===== src/rtl/shot_controller_if.sv =====
// rtl/shot_controller_if.sv - player/trajectory-side signal bundle for shot_controller
interface shot_controller_if;
    logic       start;
    logic       fire;
    logic       result_valid;
    logic       hit;
    logic       shoot;
    logic [4:0] target_x;
    logic [4:0] target_y;
    logic [1:0] shots_left;
    logic [7:0] score;
    logic [3:0] level;
    logic       busy;
    logic       game_over;

    modport master (
        input  start, fire, result_valid, hit,
        output shoot, target_x, target_y, shots_left, score, level, busy, game_over
    );

    modport slave (
        output start, fire, result_valid, hit,
        input  shoot, target_x, target_y, shots_left, score, level, busy, game_over
    );
endinterface


===== src/rtl/shot_controller.sv =====
// rtl/shot_controller.sv - game-flow sequencer: targets, shot launch, scoring and game end
module shot_controller #(
    parameter int unsigned SHOTS_PER_TARGET = 3,
    parameter int unsigned TIMEOUT          = 63,
    parameter logic [9:0]  LFSR_SEED        = 10'h2A5
) (
    input  logic             clk,
    input  logic             rst,
    shot_controller_if.master bus
);
    localparam logic [1:0] SPT       = 2'(SHOTS_PER_TARGET);
    localparam logic [7:0] TO_CYCLES = 8'(TIMEOUT);
    localparam logic [9:0] SEED      = (LFSR_SEED == 10'd0) ? 10'h001 : LFSR_SEED;

    typedef enum logic [2:0] {IDLE, NEW_TARGET, ARMED, IN_FLIGHT, OVER} state_t;

    state_t     state;
    logic [9:0] lfsr;
    logic [9:0] lfsr_next;
    logic       fire_q;
    logic [7:0] cnt;
    logic       fire_edge;
    logic       shot_done;
    logic       shot_hit;

    assign lfsr_next = {lfsr[8:0], lfsr[9] ^ lfsr[6]};
    assign fire_edge = bus.fire & ~fire_q;
    // A result coinciding with the launch cycle is stale and ignored; a result beats the timeout.
    assign shot_done = (state == IN_FLIGHT) &&
                       ((~bus.shoot & bus.result_valid) || (cnt == TO_CYCLES));
    assign shot_hit  = ~bus.shoot & bus.result_valid & bus.hit;

    always_ff @(posedge clk) begin
        if (rst) begin
            state          <= IDLE;
            lfsr           <= SEED;
            fire_q         <= 1'b0;
            cnt            <= 8'd0;
            bus.shoot      <= 1'b0;
            bus.target_x   <= 5'd0;
            bus.target_y   <= 5'd0;
            bus.shots_left <= 2'd0;
            bus.score      <= 8'd0;
            bus.level      <= 4'd0;
            bus.busy       <= 1'b0;
            bus.game_over  <= 1'b0;
        end else begin
            fire_q <= bus.fire;
            case (state)
                IDLE, OVER: begin
                    if (bus.start) begin
                        state          <= NEW_TARGET;
                        bus.score      <= 8'd0;
                        bus.level      <= 4'd0;
                        bus.shots_left <= SPT;
                        bus.game_over  <= 1'b0;
                    end
                end
                NEW_TARGET: begin
                    lfsr         <= lfsr_next;
                    bus.target_x <= lfsr_next[4:0];
                    bus.target_y <= (lfsr_next[9:5] == 5'd0) ? 5'd1 : lfsr_next[9:5];
                    state        <= ARMED;
                end
                ARMED: begin
                    if (fire_edge) begin
                        state          <= IN_FLIGHT;
                        bus.shoot      <= 1'b1;
                        bus.busy       <= 1'b1;
                        bus.shots_left <= bus.shots_left - 2'd1;
                        cnt            <= 8'd0;
                    end
                end
                IN_FLIGHT: begin
                    bus.shoot <= 1'b0;
                    cnt       <= cnt + 8'd1;
                    if (shot_done) begin
                        bus.busy <= 1'b0;
                        if (shot_hit) begin
                            bus.score      <= (bus.score == 8'hFF) ? bus.score : bus.score + 8'd1;
                            bus.level      <= (bus.level == 4'hF) ? bus.level : bus.level + 4'd1;
                            bus.shots_left <= SPT;
                            state          <= NEW_TARGET;
                        end else if (bus.shots_left == 2'd0) begin
                            state         <= OVER;
                            bus.game_over <= 1'b1;
                        end else begin
                            state <= ARMED;
                        end
                    end
                end
                default: state <= IDLE;
            endcase
        end
    end
endmodule


===== src/flat_wrapper.sv =====
// flat-port wrapper written by rule: the top's interface ports become plain ports
module shot_controller_flat 
#(
    parameter int unsigned SHOTS_PER_TARGET = 3,
    parameter int unsigned TIMEOUT          = 63,
    parameter logic [9:0]  LFSR_SEED        = 10'h2A5
)
  (clk, rst, bus_start, bus_fire, bus_result_valid, bus_hit, bus_shoot, bus_target_x, bus_target_y, bus_shots_left, bus_score, bus_level, bus_busy, bus_game_over);
  shot_controller_if bus_i ();
  input  logic clk;
  input  logic rst;
  input wire logic [$bits(bus_i.start)-1:0] bus_start;
  input wire logic [$bits(bus_i.fire)-1:0] bus_fire;
  input wire logic [$bits(bus_i.result_valid)-1:0] bus_result_valid;
  input wire logic [$bits(bus_i.hit)-1:0] bus_hit;
  output wire logic [$bits(bus_i.shoot)-1:0] bus_shoot;
  output wire logic [$bits(bus_i.target_x)-1:0] bus_target_x;
  output wire logic [$bits(bus_i.target_y)-1:0] bus_target_y;
  output wire logic [$bits(bus_i.shots_left)-1:0] bus_shots_left;
  output wire logic [$bits(bus_i.score)-1:0] bus_score;
  output wire logic [$bits(bus_i.level)-1:0] bus_level;
  output wire logic [$bits(bus_i.busy)-1:0] bus_busy;
  output wire logic [$bits(bus_i.game_over)-1:0] bus_game_over;
  assign bus_i.start = bus_start;
  assign bus_i.fire = bus_fire;
  assign bus_i.result_valid = bus_result_valid;
  assign bus_i.hit = bus_hit;
  assign bus_shoot = bus_i.shoot;
  assign bus_target_x = bus_i.target_x;
  assign bus_target_y = bus_i.target_y;
  assign bus_shots_left = bus_i.shots_left;
  assign bus_score = bus_i.score;
  assign bus_level = bus_i.level;
  assign bus_busy = bus_i.busy;
  assign bus_game_over = bus_i.game_over;
  shot_controller #(.SHOTS_PER_TARGET(SHOTS_PER_TARGET), .TIMEOUT(TIMEOUT), .LFSR_SEED(LFSR_SEED)) u_core (.clk(clk), .rst(rst), .bus(bus_i));
endmodule

===== config.mk =====
export PLATFORM = sky130hd
export DESIGN_NAME = shot_controller_flat
export DESIGN_NICKNAME = d
export VERILOG_FILES = /design/src/rtl/shot_controller_if.sv /design/src/rtl/shot_controller.sv /design/src/flat_wrapper.sv
export SDC_FILE = /design/constraint.sdc
export NUM_CORES = 1
export LEC_CHECK = 0
export CAP_MARGIN = 0
export CORE_MARGIN = 5
export CORE_UTILIZATION = 48
export DETAILED_ROUTE_END_ITERATION = 10
export HOLD_SLACK_MARGIN = 0.12
export PLACE_DENSITY = 0.84
export REMOVE_ABC_BUFFERS = 1
export SYNTH_ARGS = -nofsm -noshare
export SYNTH_HDL_FRONTEND = slang
export SYNTH_SLANG_ARGS = --single-unit

===== constraint.sdc =====
create_clock -name clk -period 1.6 [get_ports clk]
set_clock_uncertainty 0.1 [all_clocks]
set_input_delay 0.32 -clock clk [delete_from_list [all_inputs] [get_ports clk]]
set_output_delay 0.32 -clock clk [all_outputs]
set_load 0.02 [all_outputs]

==> impl_metrics.toml <==
[run_status]
status = "finished, violations left"
violations = "setup timing"

[job]
maxCapViolCount = 0

[setup_path]
path_class = "reg -> reg"
critical_path_arrival_ns = 1.73
start_kind = "register"
cp.required_ns = 1.70
crit_fanout = 13
endpoint_kind = "register"

[clocking]
cts_buffers = 5
h-tree-depth = 2
tritoncts = "done"
clock-sinks = 46
cts_root_buf = "clkbuf_8"
holdBufCountCts = 0
path_clk_slew_ns = 0.09
clk_latency_ns = 0.31
cts.path.max_buffers = 2

[power]
p_leak_nw = 1.223
p_per_area_nw_per_um2 = 1011
ir_drop_v = 0.0006250

[floorplan]
rows = 24
core_area_um2 = 4324
start_util_pct = 48.93
die_height_um = 76.39
dieWidth_um = 76.39
ioPinCount = 33
dieArea_um2 = 5835

[timing]
setup_ws_ns = -0.02667
rsz0062_at_grt = "true"
fin_setup_tns_ns = -0.02667
slew_headroom_pct = 80.49
timing.fmax_mhz = 614.8
final-hold-violation-count = 0
fin_crit_sh_pct = 101.7
tightest_slew_ns = 0.2916
finalSetupViolCount = 1
maxSlewViolCount = 0
layout_min_cycle_time_ns = 1.627

[yosys]
synthXorXnorAreaFrac_pct = 0.4140
avgSynthCellArea_um2 = 8.330
ys_ff_latch = 46
async_reset_ff_share_pct = 0
ys_seq_area_share_pct = 43.52
synth_mux_area_share_pct = 0
synth_top_area_share_pct = 43.52
syn_area_um2 = 2116
ys_warn_count = 0
synth_fa_ha_area_share_pct = 2.365
yosysMostFrequentCell = "dfxtp_1"
synth_top_family_by_area = "simple AND/OR/NAND/NOR gates"
ys.flop_type = "dfxtp_1"
synth_edf_count = 0
synth_common_cells = "dfxtp_1, nand2_1, a21oi_1"
ys_top_cells_by_area = "dfxtp_1, a21oi_1, nand2_1"
synth-simple-area-share_pct = 27.20
synth_compound_area_share_pct = 20.64
synth.distinct_cells = 49
yosys.area.top_type = "dfxtp_1"
synthCells = 254

[global_route]
met1_usage_pct = 21.28
grt_usage_pct = 17.79
grt.busiest_layer = "met2"
grt_use_met2_pct = 29.45
use_met3_pct = 5.083
grt_overflow = 0
grt_pass1_wl_um = 8638
grt_pass1_vias = 2006
grt_start_max_net_pins = 25
antenna_found_initial = 0

[final_layout]
antenna_cells = 0
final_cell_area_um2 = 2872
syn2layout_area_growth_pct = 35.72
drive_gt1_share_pct = 22.93
nNetsFinal = 323
post-route-util_pct = 66.41

[placement]
place_area_um2 = 2623
io_buffers = 32
place.gp.congestion = 0.8032
hpwlAfterDp_um = 3584

[route]
viasPerCell = 5.658
ant_nets = 0
drt_iter0_drc = 204
drc = 0
post_drt_wl_per_cell_um = 14.55
wirelength_um = 5326
via_count = 2071
dr.pass1.iters = 6

[hold_path]
holdCritPathClass = "reg -> reg"
[metal layers]
layer / up-vias / share of wire [%]
met2: 64 / 49
met5: - / 0
met4: 0 / 2.0
li1: 1032 / -
met3: 8 / 5.5
met1: 967 / 44
[flip-flops by register name, indices dropped and copies added (netlist names)]
signal	flops
u_core.bus.busy	1
u_core.bus.game_over	1
u_core.bus.level	4
u_core.bus.score	8
u_core.bus.shoot	1
u_core.bus.shots_left	2
u_core.bus.target_x	2
u_core.bus.target_y	5
u_core.cnt	8
u_core.fire_q	1
u_core.lfsr	10
u_core.state	3
[cell type report]
cell class,instances,area [µm²]
multi-input cells,185,1145
inverters,6,22.52
flip-flops and latches,46,929.6
well taps,52,65.06
repair buffers,69,599.3
clock inverters,2,37.54
fillers,343,1453
clock buffers,6,72.57
[cells in the final DEF, fill, tap and decap left out, types with 2 or more instances in the layout]
cell type        Yosys  final
and3b_2              0      2
buf_6                1      6
nand2_2              1      2
nand3b_1             6      6
nor2_1              20     19
nand2_1             36     35
o211ai_1             2      2
o21ai_0              7      7
nor3_1               7      7
a21oi_1             33     30
a211oi_1             4      2
a21o_1               2      2
a211oi_2             0      2
nand3_1             14     14
nor2b_1              2      2
dfxtp_2              0      4
clkbuf_8             0      5
and3_1               3      3
inv_1                6      6
nand4_1              3      3
a21oi_2              2      5
o22ai_1              2      2
clkdlybuf4s50_1      0      5
buf_4                5     30
dfxtp_1             46     41
dlygate4sd2_1        0     27
a31oi_1              8      8
ha_1                 4      3
[per-stage QoR]
step / setup slack (ns) / cells / hold WS, ns / power [mW]
finish: -0.02667 / 366 / 0.3609 / 2.903
global route: -0.1327 / 366 / 0.3794 / 3.057
CTS: 0.002304 / 363 / 0.3618 / 2.851
detailed placement: -0.3035 / 348 / 0.3526 / 1.977
global placement: -0.2315 / 348 / 0.3361 / 1.959
floorplan: -0.3264 / 236 / 0.2824 / 1.672
[cell families after synthesis]
logic type / count (synthesis)
flip-flops: 46
buffers and inverters: 24
adder cells (fa/ha/maj): 4
AO/OA/AOI/OAI: 70
AND/OR/NAND/NOR: 109
XOR/XNOR: 1
[worst paths after layout]
check | cells after the start | to | slack, ns | startpoint
hold reg to reg | 2 | u_core.bus.target_y[3] | 0.36 | u_core.bus.target_y[3]
setup / recovery | 8 | u_core.bus.target_y[0] | -0.03 | u_core.state[0]
hold / removal | 2 | u_core.bus.target_y[3] | 0.36 | u_core.bus.target_y[3]
setup reg to reg | 8 | u_core.bus.target_y[0] | -0.03 | u_core.state[0]
[power by group]
| group | switching, mW | internal, mW | total (mW) |
|---|---|---|---|
| logic | 0.400 | 0.328 | 0.727 |
| clock network | 0.400 | 0.466 | 0.866 |
| registers | 0.0714 | 1.24 | 1.31 |
| total | 0.871 | 2.03 | 2.90 |
[worst max-delay path: stages, from the launching register on]
cell and delay, ns:
dfxtp_4 0.38, buf_6 0.10, buf_4 0.10, buf_4 0.10, nor3b_1 0.23, buf_4 0.24, o41ai_1 0.09, o22ai_1 0.12
nor2_1 0.05
[what timing repair did]
action                                  in CTS  in global routing
endpoints found under the setup margin      36                 21
buffers inserted                             7                  2
gates cloned                                 0                  1
pin swaps                                    5                  5
resized for setup                           35                 20
Power figures use the tool's default switching activity.
